[src/rtl/shift_rotate_unit_pkg.sv]
// Shared encodings for the shift/rotate engine: operation modes, FSM states
// and a helper that flags the reserved mode codes.
package shift_rotate_unit_pkg;

   typedef enum logic [2:0] {
      SR_SHR  = 3'b000,
      SR_SHRA = 3'b001,
      SR_SHL  = 3'b010,
      SR_ROR  = 3'b011,
      SR_ROL  = 3'b100
   } sr_mode_e;

   typedef enum logic [1:0] {
      SR_IDLE  = 2'b00,
      SR_SHIFT = 2'b01,
      SR_DONE  = 2'b10
   } sr_state_e;

   function automatic logic sr_mode_reserved(input logic [2:0] mode);
      return (mode > 3'b100);
   endfunction

endpackage

[src/rtl/shift_rotate_unit_if.sv]
// Request/response bundle between the datapath and the shift/rotate engine.
interface shift_rotate_unit_if #(
   parameter int WIDTH = 32
) ();
   localparam int SHAMT_W = $clog2(WIDTH);

   logic               start;
   logic [2:0]         mode;
   logic [WIDTH-1:0]   operand;
   logic [SHAMT_W-1:0] shamt;
   logic               busy;
   logic               done;
   logic [WIDTH-1:0]   result;
   logic               carry;

   modport master (
      output start, mode, operand, shamt,
      input  busy, done, result, carry
   );

   modport slave (
      input  start, mode, operand, shamt,
      output busy, done, result, carry
   );
endinterface

[src/rtl/shift_rotate_unit_shift_step.sv]
// Combinational single step: shifts or rotates a value by k bits (k >= 1)
// and reports the bit that leaves the word on that step.
module shift_rotate_unit_shift_step
   import shift_rotate_unit_pkg::*;
#(
   parameter int WIDTH   = 32,
   parameter int SHAMT_W = $clog2(WIDTH)
) (
   input  logic [WIDTH-1:0]   value,
   input  logic [SHAMT_W-1:0] k,
   input  logic [2:0]         mode,
   output logic [WIDTH-1:0]   next_value,
   output logic               carry_out
);

   // one k-bit step; k==0 or a reserved mode passes the value through
   always_comb begin
      next_value = value;
      carry_out  = 1'b0;
      if (k != {SHAMT_W{1'b0}}) begin
         case (mode)
            SR_SHR: begin
               next_value = value >> k;
               carry_out  = value[SHAMT_W'(int'(k) - 1)];
            end
            SR_SHRA: begin
               next_value = $signed(value) >>> k;
               carry_out  = value[SHAMT_W'(int'(k) - 1)];
            end
            SR_SHL: begin
               next_value = value << k;
               carry_out  = value[SHAMT_W'(WIDTH - int'(k))];
            end
            SR_ROR: begin
               for (int i = 0; i < WIDTH; i++) begin
                  next_value[i] = value[SHAMT_W'((i + int'(k)) % WIDTH)];
               end
               carry_out = next_value[WIDTH-1];
            end
            SR_ROL: begin
               for (int i = 0; i < WIDTH; i++) begin
                  next_value[i] = value[SHAMT_W'((i + WIDTH - int'(k)) % WIDTH)];
               end
               carry_out = next_value[0];
            end
            default: begin
               next_value = value;
               carry_out  = 1'b0;
            end
         endcase
      end else begin
         next_value = value;
         carry_out  = 1'b0;
      end
   end

endmodule

[src/rtl/shift_rotate_unit.sv]
// Multi-cycle shift/rotate engine: IDLE/SHIFT/DONE FSM moving up to STEP bits
// per cycle, with a start/busy/done handshake and a held result.
module shift_rotate_unit
   import shift_rotate_unit_pkg::*;
#(
   parameter int WIDTH = 32,
   parameter int STEP  = 1
) (
   input  logic              clk,
   input  logic              clr,
   shift_rotate_unit_if.slave bus
);

   localparam int SHAMT_W = $clog2(WIDTH);
   // the count never exceeds WIDTH-1, so clamping STEP there keeps min() exact
   localparam int unsigned STEP_CAP = (STEP > WIDTH - 1) ? (WIDTH - 1) : STEP;
   localparam logic [SHAMT_W-1:0] STEP_V = STEP_CAP[SHAMT_W-1:0];

   sr_state_e          state_r;
   sr_state_e          next_state_s;
   logic [WIDTH-1:0]   result_r;
   logic               carry_r;
   logic [2:0]         mode_r;
   logic [SHAMT_W-1:0] cnt_r;
   logic               busy_r;
   logic               done_r;
   logic [SHAMT_W-1:0] k_s;
   logic [WIDTH-1:0]   step_value_s;
   logic               step_carry_s;

   assign k_s = (cnt_r > STEP_V) ? STEP_V : cnt_r;

   shift_rotate_unit_shift_step #(
      .WIDTH   (WIDTH),
      .SHAMT_W (SHAMT_W)
   ) u_step (
      .value      (result_r),
      .k          (k_s),
      .mode       (mode_r),
      .next_value (step_value_s),
      .carry_out  (step_carry_s)
   );

   // next-state decode
   always_comb begin
      next_state_s = state_r;
      case (state_r)
         SR_IDLE: begin
            if (bus.start) begin
               if ((bus.shamt == {SHAMT_W{1'b0}}) || sr_mode_reserved(bus.mode)) begin
                  next_state_s = SR_DONE;
               end else begin
                  next_state_s = SR_SHIFT;
               end
            end else begin
               next_state_s = SR_IDLE;
            end
         end
         SR_SHIFT: begin
            if (cnt_r == k_s) begin
               next_state_s = SR_DONE;
            end else begin
               next_state_s = SR_SHIFT;
            end
         end
         SR_DONE:  next_state_s = SR_IDLE;
         default:  next_state_s = SR_IDLE;
      endcase
   end

   // state, datapath and handshake registers
   always_ff @(posedge clk or posedge clr) begin
      if (clr) begin
         state_r  <= SR_IDLE;
         result_r <= {WIDTH{1'b0}};
         carry_r  <= 1'b0;
         mode_r   <= 3'b000;
         cnt_r    <= {SHAMT_W{1'b0}};
         busy_r   <= 1'b0;
         done_r   <= 1'b0;
      end else begin
         state_r <= next_state_s;
         busy_r  <= (next_state_s == SR_SHIFT);
         done_r  <= (next_state_s == SR_DONE);
         case (state_r)
            SR_IDLE: begin
               if (bus.start) begin
                  result_r <= bus.operand;
                  carry_r  <= 1'b0;
                  mode_r   <= bus.mode;
                  cnt_r    <= bus.shamt;
               end
            end
            SR_SHIFT: begin
               result_r <= step_value_s;
               carry_r  <= step_carry_s;
               cnt_r    <= cnt_r - k_s;
            end
            default: begin
               result_r <= result_r;
            end
         endcase
      end
   end

   assign bus.busy   = busy_r;
   assign bus.done   = done_r;
   assign bus.result = result_r;
   assign bus.carry  = carry_r;

endmodule

[src/flat_wrapper.sv]
// flat-port wrapper written by rule: the top's interface ports become plain ports
module shift_rotate_unit_flat import shift_rotate_unit_pkg::*;
#(
   parameter int WIDTH = 32,
   parameter int STEP  = 1
)
  (clk, clr, bus_start, bus_mode, bus_operand, bus_shamt, bus_busy, bus_done, bus_result, bus_carry);
  shift_rotate_unit_if #(.WIDTH(WIDTH)) bus_i ();
  input  logic clk;
  input  logic clr;
  input wire logic [$bits(bus_i.start)-1:0] bus_start;
  input wire logic [$bits(bus_i.mode)-1:0] bus_mode;
  input wire logic [$bits(bus_i.operand)-1:0] bus_operand;
  input wire logic [$bits(bus_i.shamt)-1:0] bus_shamt;
  output wire logic [$bits(bus_i.busy)-1:0] bus_busy;
  output wire logic [$bits(bus_i.done)-1:0] bus_done;
  output wire logic [$bits(bus_i.result)-1:0] bus_result;
  output wire logic [$bits(bus_i.carry)-1:0] bus_carry;
  assign bus_i.start = bus_start;
  assign bus_i.mode = bus_mode;
  assign bus_i.operand = bus_operand;
  assign bus_i.shamt = bus_shamt;
  assign bus_busy = bus_i.busy;
  assign bus_done = bus_i.done;
  assign bus_result = bus_i.result;
  assign bus_carry = bus_i.carry;
  shift_rotate_unit #(.WIDTH(WIDTH), .STEP(STEP)) u_core (.clk(clk), .clr(clr), .bus(bus_i));
endmodule
[config.mk]
export PLATFORM = sky130hd
export DESIGN_NAME = shift_rotate_unit_flat
export DESIGN_NICKNAME = d
export VERILOG_FILES = /design/src/rtl/shift_rotate_unit_pkg.sv /design/src/rtl/shift_rotate_unit_if.sv /design/src/rtl/shift_rotate_unit_shift_step.sv /design/src/rtl/shift_rotate_unit.sv /design/src/flat_wrapper.sv
export SDC_FILE = /design/constraint.sdc
export NUM_CORES = 1
export LEC_CHECK = 0
export ABC_AREA = 1
export CORE_MARGIN = 1
export CORE_UTILIZATION = 50
export CTS_CLUSTER_SIZE = 20
export DETAILED_ROUTE_END_ITERATION = 7
export PLACE_DENSITY = 0.81
export SYNTH_ARGS = -nofsm -noshare
export SYNTH_HDL_FRONTEND = slang
export SYNTH_SLANG_ARGS = --single-unit
[constraint.sdc]
create_clock -name clk -period 2.6 [get_ports clk]
set_input_delay 0.26 -clock clk [delete_from_list [all_inputs] [get_ports clk]]
set_output_delay 0.26 -clock clk [all_outputs]
set_load 0.05 [all_outputs]
=== Yosys cells after proc, flatten, opt, wreduce, memory -nomap -nowiden ===
Cells that the tools add are included.

* Output and inout port bits: 35
* Input port bits: 43
* Word-level logic and storage cells: 374
* Bits in registers: 45

* Eq/ne operators: 11
* $lt $le $gt $ge: 67
* Muxes and demuxes: 210
* Reductions and logical operators: 11
* Shifts and indexed selects: 3
* Add/subtract/negate cells: 65

{| class="wikitable"
|+ Operators by type and width
! operator !! number
|-
| less-than comparator 5 x 7 -> 1 bit, second input constant || 65
|-
| binary-select mux 1 bit (select 5 bit) || 65
|-
| case mux 32 bit (5 select lines) || 1
|-
| 2-to-1 mux 1 bit || 132
|-
| adder 5 bit, first input constant || 16
|-
| subtractor 5 bit, first input constant || 16
|-
| 2-to-1 mux 32 bit || 2
|-
| case mux 32 bit (2 select lines) || 1
|-
| adder 4 x 5 -> 5 bit, first input constant || 8
|-
| subtractor 4 x 5 -> 5 bit, first input constant || 8
|-
| << shifter 32 x 5 -> 32 bit || 1
|-
| >> shifter 32 x 5 -> 32 bit || 1
|-
| >>> shifter 32 x 5 -> 32 bit || 1
|-
| adder 3 x 5 -> 5 bit, first input constant || 4
|-
| subtractor 3 x 5 -> 5 bit, first input constant || 4
|-
| adder 2 x 5 -> 5 bit, first input constant || 2
|-
| 2-to-1 mux 5 bit || 2
|-
| case mux 5 bit (2 select lines) || 1
|-
| subtractor 1 x 5 -> 5 bit, first input constant || 2
|-
| subtractor 2 x 5 -> 5 bit, first input constant || 2
|-
| == test 3 x 2 -> 1 bit, second input constant || 2
|-
| 2-to-1 mux 2 bit || 3
|-
| inequality test 6 bit, second input constant || 1
|-
| adder 1 x 5 -> 5 bit, first input constant || 1
|-
| other kinds (22) || 26
|}

=== Logic depth before layout (Yosys ltp) ===
* Word-level depth: 9
* Mapped depth: 15

=== Modules after synthesis ===
A second synthesis with hierarchy kept.

* Cell total of the unflattened synthesis: 1942
* Area, all modules: 10163.5 µm²

{| class="wikitable"
|+ Modules (own cells, without submodules)
! module !! cells each !! times used !! area each (µm²)
|-
| shift_rotate_unit_shift_step || 1680 || 1 || 8030.2
|-
| shift_rotate_unit || 262 || 1 || 2133.3
|}

=== Worst setup path after synthesis ===
Ideal clock, no wire load.

* Kind: register to register
* From: register u_core.cnt_r[4]
* To: register u_core.result_r[15], in the netlist u_core.bus.result[15]
* Cell stages (with the launch flop): 15
* Setup slack: 98 ps
* Data arrival time: 2415 ps
* Clock period less this slack: 2502 ps
* Cells stage by stage: dfrtp_1 nor2_4 nand3_4 inv_1 ha_1 buf_2 buf_1 nand2_1 inv_1 ha_1 nor3_1 nor2_2 clkbuf_1 a21oi_1 a22oi_1

* Cells in the longest elaborated chain, start to end: 9

{| class="wikitable"
|+ RTL lines
! what !! RTL line !! source
|-
| start, declared || shift_rotate_unit.sv:24 || <nowiki>logic [SHAMT_W-1:0] cnt_r;</nowiki>
|-
| start signal, assigned || shift_rotate_unit.sv:78 || <nowiki>cnt_r <= {SHAMT_W{1'b0}};</nowiki>
|-
| start signal, assigned || shift_rotate_unit.sv:91 || <nowiki>cnt_r <= bus.shamt;</nowiki>
|-
| start signal, assigned || shift_rotate_unit.sv:97 || <nowiki>cnt_r <= cnt_r - k_s;</nowiki>
|-
| greater-than comparator 5 x 1 -> 1 bit || shift_rotate_unit.sv:31 || <nowiki>assign k_s = (cnt_r > STEP_V) ? STEP_V : cnt_r;</nowiki>
|-
| 2-to-1 mux 5 bit (*) || shift_rotate_unit.sv:31 ||
|-
| subtractor 4 x 5 -> 5 bit or adder 4 x 5 -> 5 bit (tied branches) || shift_rotate_unit_shift_step.sv:42, shift_rotate_unit_shift_step.sv:36 ||
|-
| binary-select mux 1 bit (select 5 bit) (on tied branches) || shift_rotate_unit_shift_step.sv:42, shift_rotate_unit_shift_step.sv:36 ||
|-
| 2-to-1 mux 1 bit (on tied branches) (2 in series) || shift_rotate_unit_shift_step.sv:42, shift_rotate_unit_shift_step.sv:36 ||
|-
| case mux 32 bit (5 select lines) || shift_rotate_unit_shift_step.sv:21 || <nowiki>case (mode)</nowiki>
|-
| 2-to-1 mux 32 bit || shift_rotate_unit_shift_step.sv:20 || <nowiki>if (k != {SHAMT_W{1'b0}}) begin</nowiki>
|-
| case mux 32 bit (2 select lines) || shift_rotate_unit.sv:85 || <nowiki>case (state_r)</nowiki>
|-
| end signal, assigned || shift_rotate_unit.sv:88 || <nowiki>result_r <= bus.operand;</nowiki>
|-
| end signal, assigned || shift_rotate_unit.sv:95 || <nowiki>result_r <= step_value_s;</nowiki>
|-
| end signal, assigned || shift_rotate_unit.sv:100 || <nowiki>result_r <= result_r;</nowiki>
|-
| end, declared || shift_rotate_unit.sv:21 || <nowiki>logic [WIDTH-1:0] result_r;</nowiki>
|}

Mark *: on every way between the ends. The rest lies on a longest branch, timed or not. The select of a mux whose other input is x is not followed.
A chain may end at the register's enable or synchronous reset.

=== Final worst setup path ===
* From: register u_core.cnt_r[4]
* To: register u_core.result_r[16], in the netlist u_core.bus.result[16]

* Cells in the longest elaborated chain, start to end: 9

{| class="wikitable"
|+ RTL lines
! what !! RTL line
|-
| greater-than comparator 5 x 1 -> 1 bit || shift_rotate_unit.sv:31
|-
| 2-to-1 mux 5 bit (*) || shift_rotate_unit.sv:31
|-
| subtractor 5 bit or adder 5 bit (tied branches) || shift_rotate_unit_shift_step.sv:42, shift_rotate_unit_shift_step.sv:36
|-
| binary-select mux 1 bit (select 5 bit) (on tied branches) || shift_rotate_unit_shift_step.sv:42, shift_rotate_unit_shift_step.sv:36
|-
| 2-to-1 mux 1 bit (on tied branches) (2 in series) || shift_rotate_unit_shift_step.sv:42, shift_rotate_unit_shift_step.sv:36
|-
| case mux 32 bit (5 select lines) || shift_rotate_unit_shift_step.sv:21
|-
| 2-to-1 mux 32 bit || shift_rotate_unit_shift_step.sv:20
|-
| case mux 32 bit (2 select lines) || shift_rotate_unit.sv:85
|}

Marked as above.

==> flow_summary.json <==
{
  "final_antenna_net_count": 0,
  "cts.path.max_buffers": 2,
  "die-area_um2": 12800,
  "clock_latency_ps": 290,
  "rsz0062_at_grt": "false",
  "outcome": "complete, no violations",
  "grt_first_pass_wirelength_um": 42200,
  "synth-seq-cells": 45,
  "drv_cap": 0,
  "numCtsBuffers": 5,
  "cts_max_level": 2,
  "grt-ovfl-total": 0,
  "drive_gt1_frac": 0.0751,
  "vias_per_cell": 6.43,
  "antenna_found_initial": 0,
  "drtIter0Drc": 1359,
  "setup_slack_ps": 199,
  "synthTopCellsByArea": "nand3_1 (31%), dfrtp_1 (18%), nand2_1 (13%), inv_1 (6.5%), a21oi_1 (5.3%)",
  "grt.total_usage": 0.429,
  "reg2regPathDepth": 13,
  "dp_hpwl_um": 21200,
  "min_path_type": "in2async",
  "cts_tree": "done",
  "pwr_density_cell_nw_per_um2": 1550,
  "relSlewSlack": 0.307,
  "final_hold_viol_count": 0,
  "endpoint_kind": "flop",
  "pre_cts_ws_ps": 236,
  "io_buffers": 77,
  "synth_cell_types": 38,
  "hold_ws_ps": 430,
  "slew_viol_final": 0,
  "r2r-start": "u_core.cnt_r[4]",
  "p_leak_nw": 3.65,
  "synth-edff-count": 0,
  "synth_area_per_cell_um2": 5.66,
  "finalSetupViolCount": 0,
  "regToRegSetupSlack_ps": 200,
  "min_period_ps": 2400,
  "required_ps": 2810,
  "start_util": 0.513,
  "num-nets-final": 1231,
  "synth_top_area_cell": "nand3_1",
  "diodes": 0,
  "synthCells": 1088,
  "fp-row-count": 40,
  "worstMarginPinSlew_ps": 1040,
  "synth-main-ff-cell": "dfrtp_1",
  "power_mw": 11.4,
  "die_w_um": 113,
  "vdd_ir_drop_max_v": 0.00118,
  "period_share": 0.923,
  "synth_warnings": 0,
  "skew_ps": 5.97,
  "num_vias": 8486,
  "cts_num_sinks": 45,
  "tns_ps": 0,
  "path_class": "reg2reg",
  "grt_max_degree": 46,
  "postSynth.asyncResetShare": 1.00,
  "synthesis.area_um2": 6160,
  "drc_errors": 0,
  "dr.pass1.iters": 8,
  "wl_per_cell_um": 20.6,
  "r2r-end": "u_core.bus.result[16]",
  "synth_top_area_share": 0.309,
  "cts_root_buf": "clkbuf_16",
  "clock.fmax_mhz": 417,
  "coreArea_um2": 12000,
  "ys_seq_area_frac": 0.183,
  "die-height_um": 113,
  "synthToLayoutAreaGrowth_pct": 19.1,
  "cts_setup_buffers": 0,
  "gp_congestion": 1.06,
  "grt_pass1_vias": 7647,
  "fin_util": 0.611,
  "start_kind": "flop",
  "io-pin-count": 78,
  "critPathMaxFanout": 11,
  "postRouteWirelength_um": 27100,
  "cp.arrival_ps": 2610,
  "clk_pin_slew_worst_paths_ps": 60
}
## synthesized netlist by cell type, types with 3 or more instances
library cell / count
o221ai_1: 3
a31oi_1: 3
buf_1: 7
clkbuf_1: 30
nand2_1: 217
o21ai_0: 26
nand3_1: 381
dfrtp_1: 45
nor2_4: 3
o211ai_1: 5
buf_6: 4
inv_1: 107
nor2_1: 48
buf_4: 4
inv_2: 17
nand2_2: 22
o22ai_1: 3
a21oi_1: 65
a22oi_1: 3
nand4_1: 36
buf_2: 9
ha_1: 17
o21ai_1: 14
## how the worst max path moves through the flow
stage,from,endpoint,cells past startpoint
finish,u_core.cnt_r[4],u_core.bus.result[16],13
global route,u_core.cnt_r[4],u_core.bus.result[1],13
CTS,u_core.cnt_r[1],u_core.bus.result[28],12
detailed placement,u_core.cnt_r[1],u_core.bus.result[28],12
global placement,u_core.cnt_r[1],u_core.bus.result[28],12
floorplan,u_core.cnt_r[4],u_core.bus.result[15],14
## per-layer routing
metal,up-vias,routed length [um],GRT usage
li1,3873,-,-
met1,3876,11100,0.601
met2,639,11100,0.618
met3,98,3700,0.114
met4,0,1220,0.184
met5,-,0,0
## critical path, cell delays in order, from the launching register on
cell	delay (ps)
dfrtp_1	430
nor2_4	170
nand3_4	100
inv_1	100
ha_1	240
inv_1	240
buf_4	260
nand3_1	130
nand3_1	120
nand3_1	120
nand3_1	100
nand2_1	90
nand2_1	80
a21oi_1	130
## kinds of logic (layout without fill, tap and decap cells)
| kind of cell | Yosys count | count (layout) | synth area share |
|---|---|---|---|
| compound gates | 130 | 130 | 0.117 |
| flops | 45 | 45 | 0.183 |
| other cells | 2 | 27 | 0.00122 |
| buf+inv | 179 | 238 | 0.118 |
| fa+ha+maj | 17 | 17 | 0.0345 |
| xor+xnor | 1 | 1 | 0.00142 |
| simple gates | 714 | 714 | 0.545 |
## sequential cells by signal, summed over array words and instances (netlist names)
signal             flops
u_core.cnt_r           5
u_core.mode_r          3
u_core.state_r         2
u_core.bus.carry       1
u_core.bus.done        1
u_core.bus.result     32
u_core.bus.busy        1
## report_power, final
group          total (mW)  leakage [nW]  internal [mW]  switching, mW
sequential           1.42         0.527           1.08          0.340
combinational        9.33          3.05           2.69           6.64
clock               0.639        0.0702          0.358          0.281
total                11.4          3.65           4.13           7.26
## timing repair
item,CTS,global route
hold buffers,0,0
setup endpoints to repair,0,2
resized for setup,0,2
## per-stage QoR
| stage | cell area (um2) | std cells |
|---|---|---|
| floorplan | 6260 | 1113 |
| global placement | 7190 | 1311 |
| detailed placement | 7190 | 1311 |
| CTS | 7330 | 1319 |
| global route | 7340 | 1319 |
| finish | 7340 | 1319 |
## cell type report
class	count	area [um2]
fillers	1207	4670
well taps	147	184
clock buffers	5	125
multi-input cells	889	4400
repair buffers	105	1010
inverters	125	470
flip-flops and latches	45	1130
clock inverters	3	21.3
## placed cells by master (no fill, tap or decap), drive strengths merged, types with 3 or more instances in the layout
cell,count
dfrtp,45
nor2,53
nand3,383
nand2,240
o221ai,3
conb,27
buf,28
o21ai,41
nand4,36
a22oi,3
clkdlybuf4s50,77
inv,124
o22ai,3
ha,17
clkbuf,5
a31oi,3
o211ai,5
clkinv,3
a21oi,67
No activity file was read; power rests on OpenSTA's default activity.
